$ cat src/rtl/m_uart_tx_pkg.sv
// rtl/m_uart_tx_pkg.sv - shared constants and FSM encoding for the UART word transmitter
package m_uart_tx_pkg;

  localparam int TX_COUNT_DEF   = 49;
  localparam int BITS_PER_BYTE  = 8;
  localparam int BYTES_PER_WORD = 4;
  localparam int WORD_BITS      = BITS_PER_BYTE * BYTES_PER_WORD;

  typedef enum logic [1:0] {
    ST_IDLE  = 2'd0,
    ST_START = 2'd1,
    ST_DATA  = 2'd2,
    ST_STOP  = 2'd3
  } tx_state_t;

endpackage

$ cat src/rtl/m_txfifo.sv
// rtl/m_txfifo.sv - synchronous word FIFO with combinational read head
module m_txfifo
  import m_uart_tx_pkg::*;
#(
  parameter int DEPTH = 16,
  parameter int WIDTH = WORD_BITS,
  localparam int AW   = (DEPTH > 1) ? $clog2(DEPTH) : 1
) (
  input  logic             w_clk,
  input  logic             rstx,
  input  logic             wr_en,
  input  logic [WIDTH-1:0] wr_data,
  input  logic             rd_en,
  output logic [WIDTH-1:0] rd_data,
  output logic             full,
  output logic             empty,
  output logic [AW:0]      count
);

  logic [WIDTH-1:0] mem [DEPTH];
  logic [AW-1:0]    wr_ptr;
  logic [AW-1:0]    rd_ptr;
  logic             wr_ok;
  logic             rd_ok;

  // Full/empty come from the registered count only, so a pop never frees a slot for the same edge.
  assign full    = (count == (AW+1)'(DEPTH));
  assign empty   = (count == '0);
  assign wr_ok   = wr_en && !full;
  assign rd_ok   = rd_en && !empty;
  assign rd_data = mem[rd_ptr];

  always_ff @(posedge w_clk) begin
    if (wr_ok) mem[wr_ptr] <= wr_data;
  end

  always_ff @(posedge w_clk or negedge rstx) begin
    if (!rstx) begin
      wr_ptr <= '0;
      rd_ptr <= '0;
      count  <= '0;
    end else begin
      if (wr_ok) wr_ptr <= wr_ptr + AW'(1);
      if (rd_ok) rd_ptr <= rd_ptr + AW'(1);
      case ({wr_ok, rd_ok})
        2'b10:   count <= count + (AW+1)'(1);
        2'b01:   count <= count - (AW+1)'(1);
        default: count <= count;
      endcase
    end
  end

endmodule

$ cat src/rtl/m_uart_tx.sv
// rtl/m_uart_tx.sv - FIFO-buffered UART transmitter sending 32-bit words as four 8N1 frames
module m_uart_tx
  import m_uart_tx_pkg::*;
#(
  parameter int TX_COUNT   = TX_COUNT_DEF,
  parameter int FIFO_DEPTH = 16
) (
  input  logic        w_clk,
  input  logic        dram_rstx_async,
  input  logic        w_we,
  input  logic [31:0] w_din,
  output logic        w_full,
  output logic        w_busy,
  output logic        w_ovf,
  output logic        w_txd
);

  localparam int TW  = (TX_COUNT > 0) ? $clog2(TX_COUNT + 1) : 1;
  localparam int FAW = (FIFO_DEPTH > 1) ? $clog2(FIFO_DEPTH) : 1;
  localparam logic [TW-1:0] TIMER_LAST = TW'(TX_COUNT);

  logic rst_meta;
  logic rstx;

  // Assertion reaches every flop at once; release is retimed through two flops.
  always_ff @(posedge w_clk or negedge dram_rstx_async) begin
    if (!dram_rstx_async) begin
      rst_meta <= 1'b0;
      rstx     <= 1'b0;
    end else begin
      rst_meta <= 1'b1;
      rstx     <= rst_meta;
    end
  end

  logic             fifo_full;
  logic             fifo_empty;
  logic [FAW:0]     fifo_count;
  logic [31:0]      fifo_rdata;
  logic             pop;

  m_txfifo #(
    .DEPTH (FIFO_DEPTH),
    .WIDTH (WORD_BITS)
  ) u_fifo (
    .w_clk   (w_clk),
    .rstx    (rstx),
    .wr_en   (w_we),
    .wr_data (w_din),
    .rd_en   (pop),
    .rd_data (fifo_rdata),
    .full    (fifo_full),
    .empty   (fifo_empty),
    .count   (fifo_count)
  );

  assign w_full = fifo_full;

  always_ff @(posedge w_clk or negedge rstx) begin
    if (!rstx)                 w_ovf <= 1'b0;
    else if (w_we && fifo_full) w_ovf <= 1'b1;
  end

  tx_state_t   state;
  tx_state_t   state_nxt;
  logic [TW-1:0] bit_tmr;
  logic [2:0]  bit_idx;
  logic [1:0]  byte_idx;
  logic [31:0] shreg;
  logic        tick;
  logic        last_bit;
  logic        last_byte;
  logic        txd_d;
  logic        busy_d;

  assign tick      = (bit_tmr == TIMER_LAST);
  assign last_bit  = (bit_idx == 3'(BITS_PER_BYTE - 1));
  assign last_byte = (byte_idx == 2'(BYTES_PER_WORD - 1));

  always_ff @(posedge w_clk or negedge rstx) begin
    if (!rstx) state <= ST_IDLE;
    else       state <= state_nxt;
  end

  always_comb begin
    state_nxt = state;
    case (state)
      ST_IDLE:  if (!fifo_empty) state_nxt = ST_START;
      ST_START: if (tick) state_nxt = ST_DATA;
      ST_DATA:  if (tick && last_bit) state_nxt = ST_STOP;
      ST_STOP:  if (tick) state_nxt = (!last_byte || !fifo_empty) ? ST_START : ST_IDLE;
      default:  state_nxt = ST_IDLE;
    endcase
  end

  always_comb begin
    txd_d = 1'b1;
    pop   = 1'b0;
    case (state)
      ST_IDLE:  pop   = !fifo_empty;
      ST_START: txd_d = 1'b0;
      ST_DATA:  txd_d = shreg[0];
      ST_STOP:  pop   = tick && last_byte && !fifo_empty;
      default:  txd_d = 1'b1;
    endcase
    busy_d = (state_nxt != ST_IDLE) || (fifo_count != '0);
  end

  // The line is driven from the current state, so it trails the FSM by one cycle.
  always_ff @(posedge w_clk or negedge rstx) begin
    if (!rstx) begin
      bit_tmr  <= '0;
      bit_idx  <= '0;
      byte_idx <= '0;
      shreg    <= '0;
      w_txd    <= 1'b1;
      w_busy   <= 1'b0;
    end else begin
      w_txd   <= txd_d;
      w_busy  <= busy_d;
      bit_tmr <= (state == ST_IDLE || tick) ? '0 : bit_tmr + TW'(1);
      if (pop) begin
        shreg    <= fifo_rdata;
        bit_idx  <= '0;
        byte_idx <= '0;
      end else begin
        if (state == ST_DATA && tick) begin
          shreg   <= {1'b0, shreg[31:1]};
          bit_idx <= bit_idx + 3'd1;
        end
        if (state == ST_STOP && tick && !last_byte) byte_idx <= byte_idx + 2'd1;
      end
    end
  end

endmodule

$ cat config.mk
export PLATFORM = sky130hd
export DESIGN_NAME = m_uart_tx
export DESIGN_NICKNAME = d
export VERILOG_FILES = /design/src/rtl/m_uart_tx_pkg.sv /design/src/rtl/m_txfifo.sv /design/src/rtl/m_uart_tx.sv
export SDC_FILE = /design/constraint.sdc
export NUM_CORES = 1
export LEC_CHECK = 0
export BUFFER_PORTS_ARGS = -buffer_cell sky130_fd_sc_hd__buf_4
export CAP_MARGIN = 30
export CORE_MARGIN = 10
export CORE_UTILIZATION = 53
export DETAILED_ROUTE_END_ITERATION = 16
export GPL_TIMING_DRIVEN = 0
export PLACE_DENSITY = 0.69
export SYNTH_ARGS = -nofsm -noshare
export SYNTH_HDL_FRONTEND = slang
export SYNTH_HIERARCHICAL = 1
export SYNTH_SLANG_ARGS = --single-unit
$ cat constraint.sdc
create_clock -name w_clk -period 3.5 [get_ports w_clk]
set_input_delay 0.175 -clock w_clk [delete_from_list [all_inputs] [get_ports w_clk]]
set_output_delay 0.175 -clock w_clk [all_outputs]
set_load 0.01 [all_outputs]
# Yosys cells after proc, flatten, opt, wreduce, memory -nomap -nowiden
# Memories as Yosys holds them, arrays and structs flattened.
# Cells that the tools add are included.
[op_classes]
n_addsub = 7
eq_ne = 9
muxes = 18
n_reduce_logical = 22
[ops]
columns = ["cell", "n"]
rows = [
  ["$mux W32", 2],
  ["$mux W2", 6],
  ["$pmux W5 S2", 1],
  ["$logic_and A1 B1 Y1", 9],
  ["$add A4 B1 Y4 const B", 2],
  ["$eq A2 B2 Y1 const B", 4],
  ["$pmux W2 S4", 1],
  ["$reduce_bool A2 Y1", 4],
  ["$add A6 B1 Y6 const B", 1],
  ["$eq A6 B6 Y1 const B", 1],
  ["$mux W3", 2],
  ["$mux W6", 1],
  ["$add A5 B1 Y5 const B", 1],
  ["$eq A5 B5 Y1 const B", 1],
  ["$logic_not A5 Y1", 1],
  ["$reduce_bool A5 Y1", 1],
  ["$sub A5 B1 Y5 const B", 1],
  ["$eq A2 B1 Y1 const B", 2],
  ["$pmux W1 S2", 2],
  ["$add A3 B1 Y3 const B", 1],
  ["$eq A3 B3 Y1 const B", 1],
  ["$logic_not A1 Y1", 3],
  ["$logic_or A1 B1 Y1", 3],
  ["$mux W1", 3],
  ["other kinds (2)", 2],
]
[word_totals]
regBits = 63
ramBits = 512
in_bits = 35
out_inout_bits = 4
wordCells = 70
memories = 1
[memory_table]
columns = ["name", "words", "width", "rd", "rd_clocked_by_memory_dff", "wr", "line", "rtl"]
rows = [
  ["u_fifo.mem", 16, 32, 1, 0, 1, "m_txfifo.sv:20", "logic [WIDTH-1:0] mem [DEPTH];"],
]

# Logic depth before layout (Yosys ltp)
[logic_depth]
word_depth = 8
mapped_depth = 16
ltp_nobuf = 14

# Hierarchy
# The synthesis kept the hierarchy.
[by_module_without_submodules]
columns = ["mod", "instances", "cells_each", "area_per_inst_um2", "seq_area_each_um2"]
rows = [
  ["m_txfifo", 1, 1012, 20392.1, 15700.1],
  ["m_uart_tx", 1, 225, 2427.3, 1252.5],
]

# Worst setup path after synthesis
# OpenSTA, ideal clock, no wires.
[synth_path]
kind = "register to register"
start = "register u_fifo.count[0]"
end = "memory u_fifo/mem[3][0] (netlist name) (enable)"
setup_ps = 461
arrival_ps = 3155
required_time_ps = 3039
slack_ps = -115
path_stages_with_launch = 7
n_path_buf = 1
period_less_slack_ps = 3615
path_cell_list = "dfrtp_1 nor4_1 nand2_1 and2_1 buf_2 nand2_1 nor3_1"
[synth_via]
elab_chain_len = 5
[synth_rtl]
columns = ["element", "line", "rtl"]
rows = [
  ["start: declaration", "m_txfifo.sv:17", "output logic [AW:0] count"],
  ["start signal: assignment", "m_txfifo.sv:46", "2'b10: count <= count + (AW+1)'(1);"],
  ["start signal: assignment", "m_txfifo.sv:47", "2'b01: count <= count - (AW+1)'(1);"],
  ["start signal: assignment", "m_txfifo.sv:48", "default: count <= count;"],
  ["$eq A5 B5 Y1", "m_txfifo.sv:27", "assign full = (count == (AW+1)'(DEPTH));"],
  ["$logic_not A1 Y1", "m_txfifo.sv:29", "assign wr_ok = wr_en && !full;"],
  ["$logic_and A1 B1 Y1", "m_txfifo.sv:29", ""],
  ["$mux W1", "m_txfifo.sv:34", "if (wr_ok) mem[wr_ptr] <= wr_data;"],
  ["$mux W1 (implied by the code)", "m_txfifo.sv:34", ""],
  ["end: declaration", "m_txfifo.sv:20", ""],
]
# No other way between the ends.

# Worst setup path in the final report
[layout_path]
start = "register u_fifo.count[1]"
end = "register u_fifo.count[4]"
[layout_via]
elab_chain_len = 7
word_cells_on_any_way = 14
classes_between = "add/sub (2); eq/ne (3); mux (2); reduce/logical (7)"
[layout_rtl]
columns = ["element", "line", "rtl"]
rows = [
  ["$logic_not A5 Y1 (*)", "m_txfifo.sv:28", "assign empty = (count == '0);"],
  ["named net fifo_empty", "m_uart_tx.sv:37", "logic fifo_empty;"],
  ["$logic_not A1 Y1 (*)", "m_txfifo.sv:30, m_uart_tx.sv:100, m_uart_tx.sv:103", ""],
  ["$logic_and A1 B1 Y1", "m_uart_tx.sv:103", "ST_STOP: pop = tick && last_byte && !fifo_empty;"],
  ["$pmux W1 S2", "m_uart_tx.sv:99", "case (state)"],
  ["$logic_and A1 B1 Y1 (*)", "m_txfifo.sv:30", "assign rd_ok = rd_en && !empty;"],
  ["named net u_fifo.rd_ok", "m_txfifo.sv:24", "logic rd_ok;"],
  ["$eq A2 B1 Y1 or $eq A2 B2 Y1 (tied branches)", "m_txfifo.sv:45", "case ({wr_ok, rd_ok})"],
  ["$pmux W5 S2 or $reduce_bool A2 Y1 (tied branches)", "--", ""],
]
# The timed path passes the listed nets; every way through them passes the cells marked *.
# A chain may end at the register's enable or synchronous reset.

==> impl_results.md <==
- Status: finished clean
- Worst slew pin tran: 1003 ps
- Clk slew on worst S/H paths: 60 ps
- Seq cells post-synth: 575
- DR vias: 11932
- Die outline area: 51760 um2
- Vias in the first global route: 12241
- First-pass GRT wire length: 76.09 mm
- CP arrival: 3810 ps
- Clock Tree Root: clkbuf_16
- DR pass1 iterations: 6
- Seq/Total Area, Yosys: 0.7429
- CP Cell Sequence: nor4_4 -> and2b_2 -> nor3b_1 -> a31oi_2 -> buf_4 -> inv_8 -> nor2b_2 -> clkbuf_8 -> ha_4 -> ha_1 -> nor2b_1 -> o21ai_1 -> a21oi_1 -> or3b_1 -> xnor2_1
- Cell Pwr Density: 579.1 nW/um2
- Max Cap Violations: 0
- Clk_skew: 19.29 ps
- Hold Slack: 342.8 ps
- Critical path type: flop to flop
- H-Tree Level Count: 2
- CP peak stage delay: 440 ps
- Peak supply drop: 0.3780 mV
- Relative slew slack: 0.3313
- Leak Pwr: 8.411 nW
- Clock sinks: 575
- Fmax: 299.4 MHz
- Placed cell count: 1834
- Largest net degree at the start of global routing: 62
- Gr usage total: 0.1992
- Worst setup EP type: flop
- Buf/Inv on CP: 3
- Final Wtd Congestion: 0.7943
- CTS Buffer Depth: 3
- Post-route minimum period: 3340 ps
- TritonCTS Buffers: 56
- Initial cell density of the core: 0.5404
- CP required: 3970 ps
- Setup violators final: 0
- FP Rows: 75
- DP HPWL: 32.29 mm
- Avg Inst Size Synth: 18.45 um2
- Antenna Violating Nets Remaining: 0
- Post-synthesis instance total: 1237
- Post-Route WL: 50.10 mm
- Port bufs: 38
- Syn nets: 1291
- Yosys cell types: 50
- Min-Delay Path Class: primary input to flop
- Average vias per placed instance: 6.023
- CTS tree: done
- Cell area after synthesis: 22820 um2
- Non-Filler Cell Area, Final: 26630 um2
- Slowest CP cell: dfrtp_2
- Nets: 1448
- Syn. warnings: 6
- Top delay family on crit path: simple AND/OR/NAND/NOR gates
- # fillers: 2948
- Period utilisation layout: 0.9543
- Layout cells sized above 1: 0.1985
- I/O Pins: 39
- Final hold violation count: 0
- Initial antenna violation count: 1
- Routed wire per std cell: 25.29 um
- Initial DRC count: 1070
- Placed Area: 24400 um2
- Die H: 227.5 um
- Top_reg_cell synth: edfxtp_1
- Util after Layout: 0.6307
- Post-route insts no fill: 1981
- CP Launch Type: flop
- FFs w/ async S/R, synth: 0.1096
- Die width: 227.5 um
- RSZ-0062 raised after global routing: false
- Core ar.: 42230 um2
- EDFF count, synth: 512
- Critical path peak fanout: 15
- Area grow syn2layout: 16.72%
- Max Slew Vio Count: 0
- Total grt overflow: 0
- DRC: 0
- Skew-Pair Late Insertion Delay: 600 ps
worst paths after layout:
check	end	slack (ps)	cells past startpoint	startpoint
max in group asynchronous	u_fifo/count[0]$_DFFE_PN0P_	2460	0	rstx$_DFF_PN0_
min reg2reg	rstx$_DFF_PN0_	360	0	rst_meta$_DFF_PN0_
max reg2reg	u_fifo/count[4]$_DFFE_PN0P_	160	15	u_fifo/count[1]$_DFFE_PN0P_
min	w_ovf$_DFFE_PN0P_	340	3	w_we
max	u_fifo/count[4]$_DFFE_PN0P_	160	15	u_fifo/count[1]$_DFFE_PN0P_
min in group asynchronous	bit_idx[0]$_DFFE_PN0P_	430	0	rstx$_DFF_PN0_
worst register-to-register path: stages (launching register included):
cell and delay [ps]:
dfrtp_2 440, nor4_4 300, and2b_2 270, nor3b_1 90, a31oi_2 150, buf_4 190
inv_8 70, nor2b_2 160, clkbuf_8 140, ha_4 170, ha_1 310, nor2b_1 150
o21ai_1 180, a21oi_1 90, or3b_1 380, xnor2_1 140
routing by layer:
metal,GRT usage,wire length (um),up-vias
met3,0.03552,3558,90
met2,0.3259,24480,421
met1,0.2683,20860,6133
li1,-,-,5288
met4,0.06298,1198,0
met5,0,0,-
registers in the layout, indices dropped and copies added (netlist names), 2 cells and up:
signal	cells
u_fifo/wr_ptr	4
shreg	32
bit_idx	3
bit_tmr	6
byte_idx	2
u_fifo/mem	512
u_fifo/count	5
u_fifo/rd_ptr	4
state	2
what timing repair did:
item                       in CTS  in global routing
hold buffers                   35                  0
pin swaps                       2                  1
resized for setup              11                 10
setup endpoints to repair       4                  1
setup buffers                   4                  3
hold endpoints to repair      515                  0
per-stage QoR:
stage / worst slack, ps / setup TNS, ps / power (mW)
3_3_place_gp: -1114 / -452780 / 9.500
5_1_grt: 16.11 / 0 / 15.96
3_5_place_dp: -958.7 / -2019 / 9.792
2_1_floorplan: 102.6 / 0 / 9.040
6_report: 160.0 / 0 / 15.42
4_1_cts: 11.23 / 0 / 15.51
cells in the final DEF, fill, tap and decap left out, types with 4 or more instances in the layout:
cell and instances:
nand3_1 4, nor3_4 4, nor2_1 12, buf_16 12, mux4_2 62, clkinv_1 14
buf_2 19, clkbuf_8 4, dlygate4sd3_1 35, edfxtp_1 512, nor2_4 12, a22oi_1 32
dfrtp_1 59, ha_1 16, xnor2_1 11, buf_6 20, buf_4 45, clkbuf_16 56
buf_12 6, buf_8 5, clkbuf_1 34, xor2_1 5, o21ai_0 38, clkinv_2 11
o21ai_1 32, nand2_1 79, inv_1 13, a221oi_1 65, mux2i_1 163
kinds of logic after synthesis:
logic type	count (synthesis)	synth area share
buffers and inverters	84	0.02292
other	1	0.0001643
AND/OR/NAND/NOR	137	0.02758
AO/OA/AOI/OAI	177	0.05406
flip-flops	575	0.7429
adder cells (fa/ha/maj)	19	0.01075
multiplexers	228	0.1355
XOR/XNOR	16	0.006141
cells in the mapped netlist, drive strengths merged, types with 2 or more instances:
cell / count / area share
or3b: 2 / 0.00088
edfxtp: 512 / 0.67
inv: 15 / 0.0025
xnor2: 11 / 0.0042
mux2i: 163 / 0.071
a22oi: 32 / 0.011
nand2b: 3 / 0.00082
buf: 44 / 0.016
a21o: 3 / 0.00099
dfrtp: 62 / 0.068
a21oi: 2 / 0.00044
clkbuf: 25 / 0.0041
and2: 3 / 0.00082
nor4: 3 / 0.00082
or4: 2 / 0.00066
o21ai: 70 / 0.015
nor3b: 2 / 0.00088
nor3: 6 / 0.0018
xor2: 5 / 0.0019
nor2b: 3 / 0.00082
nor2: 24 / 0.0039
mux4: 64 / 0.063
ha: 18 / 0.0099
nand3: 4 / 0.00088
nand2: 79 / 0.013
a221oi: 65 / 0.025
power breakdown:
group          internal [mW]  leakage (nW)  switching (mW)
combinational          0.485          2.29           0.905
sequential              8.14          5.27           0.181
clock                   3.23         0.853            2.48
total                   11.9          8.41            3.57
area by class of cell:
| type | count | area, um2 | share of cell area |
|---|---|---|---|
| well taps | 539 | 674.4 | 0.02532 |
| inverters | 15 | 63.81 | 0.002396 |
| flip-flops and latches | 575 | 16960 | 0.6367 |
| clock buffers | 70 | 1484 | 0.05571 |
| repair buffers | 100 | 1169 | 0.04388 |
| multi-input cells | 578 | 5547 | 0.2082 |
| diodes | 1 | 2.502 | 0.00009395 |
| plain buffers | 68 | 473.0 | 0.01776 |
| clock inverters | 35 | 262.8 | 0.009865 |
No activity file was read; power rests on OpenSTA's default activity.
